<file path="src/rtl/pc_flow_ctrl.sv">
// Program-flow controller: owns the PC and the {Z,V,N} flag register, resolves
// B/BR against committed flags and runs the RUN/HALT machine.
module pc_flow_ctrl #(
  parameter logic [15:0] RESET_PC = 16'h0000
) (
  input  logic        clk,
  input  logic        rst_n,
  input  logic        stall,
  input  logic [3:0]  opcode,
  input  logic [2:0]  cond,
  input  logic [8:0]  br_offset,
  input  logic [15:0] br_reg,
  input  logic        alu_z,
  input  logic        alu_v,
  input  logic        alu_n,
  output logic [15:0] pc,
  output logic [15:0] pc_inc_2,
  output logic [2:0]  flags,
  output logic        taken,
  output logic        halted
);

  localparam logic [3:0] OP_ADD = 4'b0000;
  localparam logic [3:0] OP_SUB = 4'b0001;
  localparam logic [3:0] OP_XOR = 4'b0010;
  localparam logic [3:0] OP_SLL = 4'b0100;
  localparam logic [3:0] OP_SRA = 4'b0101;
  localparam logic [3:0] OP_ROR = 4'b0110;
  localparam logic [3:0] OP_B   = 4'b1100;
  localparam logic [3:0] OP_BR  = 4'b1101;
  localparam logic [3:0] OP_HLT = 4'b1111;

  typedef enum logic {RUN, HALT} state_e;

  state_e      state_q;
  logic [15:0] pc_q, pc_d;
  logic [2:0]  flags_q, flags_d;
  logic        taken_q, taken_d;
  logic        halted_q;

  logic        commit;
  logic        cond_true;
  logic        flag_z, flag_v, flag_n;
  logic [15:0] br_target;

  assign commit = !stall && (state_q == RUN);
  assign {flag_z, flag_v, flag_n} = flags_q;

  // Conditions use the flags committed on earlier edges, never this cycle's alu_*.
  always_comb begin
    cond_true = 1'b0;
    unique case (cond)
      3'b000: cond_true = !flag_z;
      3'b001: cond_true = flag_z;
      3'b010: cond_true = !flag_z && !flag_n;
      3'b011: cond_true = flag_n;
      3'b100: cond_true = flag_z || !flag_n;
      3'b101: cond_true = flag_z || flag_n;
      3'b110: cond_true = flag_v;
      3'b111: cond_true = 1'b1;
      default: cond_true = 1'b0;
    endcase
  end

  assign pc_inc_2  = pc_q + 16'd2;
  assign br_target = pc_inc_2 + {{6{br_offset[8]}}, br_offset, 1'b0};

  always_comb begin
    pc_d    = pc_inc_2;
    flags_d = flags_q;
    taken_d = 1'b0;
    unique case (opcode)
      OP_ADD, OP_SUB:                 flags_d = {alu_z, alu_v, alu_n};
      OP_XOR, OP_SLL, OP_SRA, OP_ROR: flags_d = {alu_z, flags_q[1:0]};
      OP_B: begin
        taken_d = cond_true;
        if (cond_true) pc_d = br_target;
      end
      OP_BR: begin
        taken_d = cond_true;
        if (cond_true) pc_d = br_reg & 16'hFFFE;
      end
      OP_HLT: pc_d = pc_q;
      default: ;
    endcase
  end

  always_ff @(posedge clk) begin
    if (rst_n) begin
      state_q  <= RUN;
      pc_q     <= RESET_PC;
      flags_q  <= 3'b000;
      taken_q  <= 1'b0;
      halted_q <= 1'b0;
    end else begin
      taken_q <= 1'b0;
      if (commit) begin
        pc_q    <= pc_d;
        flags_q <= flags_d;
        taken_q <= taken_d;
        if (opcode == OP_HLT) begin
          state_q  <= HALT;
          halted_q <= 1'b1;
        end
      end
    end
  end

  assign pc     = pc_q;
  assign flags  = flags_q;
  assign taken  = taken_q;
  assign halted = halted_q;

endmodule

</file>
<file path="config.mk">
export PLATFORM = sky130hd
export DESIGN_NAME = pc_flow_ctrl
export DESIGN_NICKNAME = d
export VERILOG_FILES = /design/src/rtl/pc_flow_ctrl.sv
export SDC_FILE = /design/constraint.sdc
export NUM_CORES = 1
export LEC_CHECK = 0
export ABC_AREA = 1
export CORE_ASPECT_RATIO = 0.75
export CORE_MARGIN = 5
export CORE_UTILIZATION = 40
export DETAILED_ROUTE_END_ITERATION = 7
export PLACE_DENSITY = 0.71
export RECOVER_POWER = 25
export SETUP_SLACK_MARGIN = 0.5
export SYNTH_ARGS = -nofsm -noshare
export SYNTH_HDL_FRONTEND = slang
export SYNTH_SLANG_ARGS = --single-unit
</file>
<file path="constraint.sdc">
create_clock -name clk -period 3.3 [get_ports clk]
set_clock_uncertainty 0.05 [all_clocks]
set_input_delay 0.99 -clock clk [delete_from_list [all_inputs] [get_ports clk]]
set_output_delay 0.99 -clock clk [all_outputs]
set_load 0.01 [all_outputs]
</file>
==> results.sh <==
export IMPL_core_area_um2=5468
export IMPL_grt_pass1_wl_um=12280
export IMPL_critPathMaxStageDelay_ns=0.37
export IMPL_async_reset_ff_frac=0
export IMPL_r2r_setup_slack_ns=0.64
export IMPL_slowest_stage="dfxtp_2"
export IMPL_power_density_nw_per_um2=264.9
export IMPL_vias_per_cell=5.108
export IMPL_finalSetupViolations=0
export IMPL_worstReg2RegStart="pc[2]"
export IMPL_cp_arrival_ns=1.69
export IMPL_place_hpwl_um=6000
export IMPL_clk_pin_slew_ns=0.07
export IMPL_first_global_vias=2603
export IMPL_hold_depth=2
export IMPL_synth_edf_count=0
export IMPL_antenna_left=0
export IMPL_ys_ff_latch=20
export IMPL_rr_worst_depth=17
export IMPL_cts_tree="yes"
export IMPL_layout_drive_gt1_share=0.2076
export IMPL_finalCriticalPeriod_ns=2.733
export IMPL_antenna_found_initial=0
export IMPL_ios=75
export IMPL_synthCells=382
export IMPL_rsz0062_at_grt="true"
export IMPL_yosysSeqAreaShare=0.1743
export IMPL_drc=0
export IMPL_vias=2794
export IMPL_rows=23
export IMPL_grtUsageTotal=0.2012
export IMPL_cts_hold_buffers=0
export IMPL_leakagePower_uw=0.001619
export IMPL_crit_path_end_kind="primary output"
export IMPL_outcome="finished clean"
export IMPL_syn_avg_cell_area_um2=6.014
export IMPL_path_max_fanout=4
export IMPL_wl_per_cell_um=14.17
export IMPL_synth_cell_types=34
export IMPL_clk_latency_ns=0.25
export IMPL_layout_nets=529
export IMPL_initial_core_util=0.4201
export IMPL_synthesis_area_um2=2297
export IMPL_max_clock_freq_mhz=365.9
export IMPL_maxSlewViolCount=0
export IMPL_gp_congestion=0.9296
export IMPL_area_growth_synth_to_final_pct=50.87
export IMPL_hold_viol=0
export IMPL_grt_max_degree=19
export IMPL_ir_worst_vdd_mv=0.2013
export IMPL_cp_required_ns=2.26
export IMPL_period_share=0.8282
export IMPL_drt_iter0_drc=177
export IMPL_ys_warn_count=0
export IMPL_layout_common_cells="nand2_1, clkdlybuf4s50_1, inv_1"
export IMPL_cts_buffers=3
export IMPL_dr_pass1_iters=5
export IMPL_numPortBuffers=71
export IMPL_num_antenna_cells=0
export IMPL_die_area_um2=7374
export IMPL_die_h_um=75.63
export IMPL_holdWs_ns=0.4121
export IMPL_setup_tns_ns=0
export IMPL_hp_start="flags[1]"
export IMPL_die_w_um=97.51
export IMPL_clk_path_buf_depth=2
export IMPL_synth_flop_cell="dfxtp_1"
export IMPL_hp_class="flop to flop"
export IMPL_cp_start_kind="flop"
export IMPL_final_common_cell="nand2_1"
export IMPL_worstHoldEndpoint="flags[1]"
export IMPL_worstSetupPathType="flop to primary output"
export IMPL_drv_cap=0
export IMPL_htree_num_levels=1
export IMPL_crit_chain="ha_4 -> nand3_4 -> nor2_4 -> buf_4 -> xor2_4 -> clkdlybuf4s15_1"
export IMPL_grt_overflow_total=0
export IMPL_numClockSinks=20
export IMPL_wirelength_um=7749
export IMPL_cts_root_buf="clkbuf_8"
export IMPL_r2r_end="pc[13]"
[timing repair]
action / 4_1_cts / 5_1_grt
setup buffers: 7 / 6
resized for setup: 34 / 49
pin swaps: 5 / 11
setup endpoints to repair: 19 / 23
[cell families (layout without fill, tap and decap cells)]
family          count (synthesis)  after routing  share of synthesized area
compound gates                 83             83                     0.1961
xor+xnor                       14             14                    0.05991
simple gates                  189            189                     0.3682
flops                          20             20                     0.1743
buf+inv                        58            147                     0.1040
fa+ha+maj                      17             17                    0.09586
other cells                     1              2                   0.001632
[synth_stat cells (all sizes together) (5+ instances only)]
master,count,area (um2)
nand3,24,130.1
a21oi,44,235.2
xor2,8,85.08
o21ai,30,150.1
nand4,5,31.28
xnor2,6,52.55
ha,16,200.2
nand2,117,456.7
inv,48,180.2
buf,7,47.55
dfxtp,20,400.4
nor2,35,171.4
[cell type report]
cell class / instances / area (um2)
fillers: 497 / 2002
multi-input cells: 305 / 1872
repair buffers: 95 / 862.1
flip-flops and latches: 20 / 412.9
inverters: 49 / 183.9
well taps: 75 / 93.84
clock buffers: 3 / 41.29
[how the worst max path moves through the flow]
stage,slack (ns),startpoint,cells past startpoint,end
2_1_floorplan,0.66,pc[1],15,pc[14]
5_1_grt,0.46,pc[2],18,pc[15]
3_3_place_gp,0.08,br_offset[0],11,pc[9]
6_report,0.57,pc[2],6,pc_inc_2[7]
3_5_place_dp,0.05,br_offset[0],11,pc[9]
4_1_cts,0.45,pc[3],8,pc_inc_2[12]
[flip-flops by register name, indices dropped and copies added, names as in the netlist]
signal / cells
halted: 1
pc: 15
flags: 3
taken: 1
[metal layers]
layer	share of wire	routed length, um	GRT usage	vias up
met5	0	0	0	-
met4	0.0035	27	0.01843	0
met3	0.081	630	0.03019	6
met2	0.43	3361	0.3257	101
met1	0.48	3730	0.2966	1264
li1	-	-	-	1423
[report_power, final]
group	leakage [uW]	internal [uW]	switching (uW)
combinational	0.00143	219	258
sequential	0.000167	260	25.1
clock	0.0000216	81.1	75.1
[metrics by stage]
| stage | cells | instance area, um2 | worst slack, ns | utilization | power (uW) |
|---|---|---|---|---|---|
| after detailed placement | 531 | 3133 | 0.05157 | 0.5730 | 712.7 |
| after global routing | 547 | 3466 | 0.4632 | 0.6339 | 988.2 |
| final | 547 | 3466 | 0.5668 | 0.6339 | 918.0 |
| after CTS | 541 | 3288 | 0.4459 | 0.6014 | 880.8 |
| after global placement | 531 | 3133 | 0.08148 | 0.5730 | 706.7 |
| after floorplan | 383 | 2301 | 0.6571 | - | 529.5 |
[worst max-delay path, delay by kind of cell, from the launching register on]
kind / cells / cell delay (ns)
buf+inv: 2 / 0.42
flops: 1 / 0.37
simple gates: 2 / 0.24
xor+xnor: 1 / 0.23
fa+ha+maj: 1 / 0.17
(Power assumes the default switching activity.)
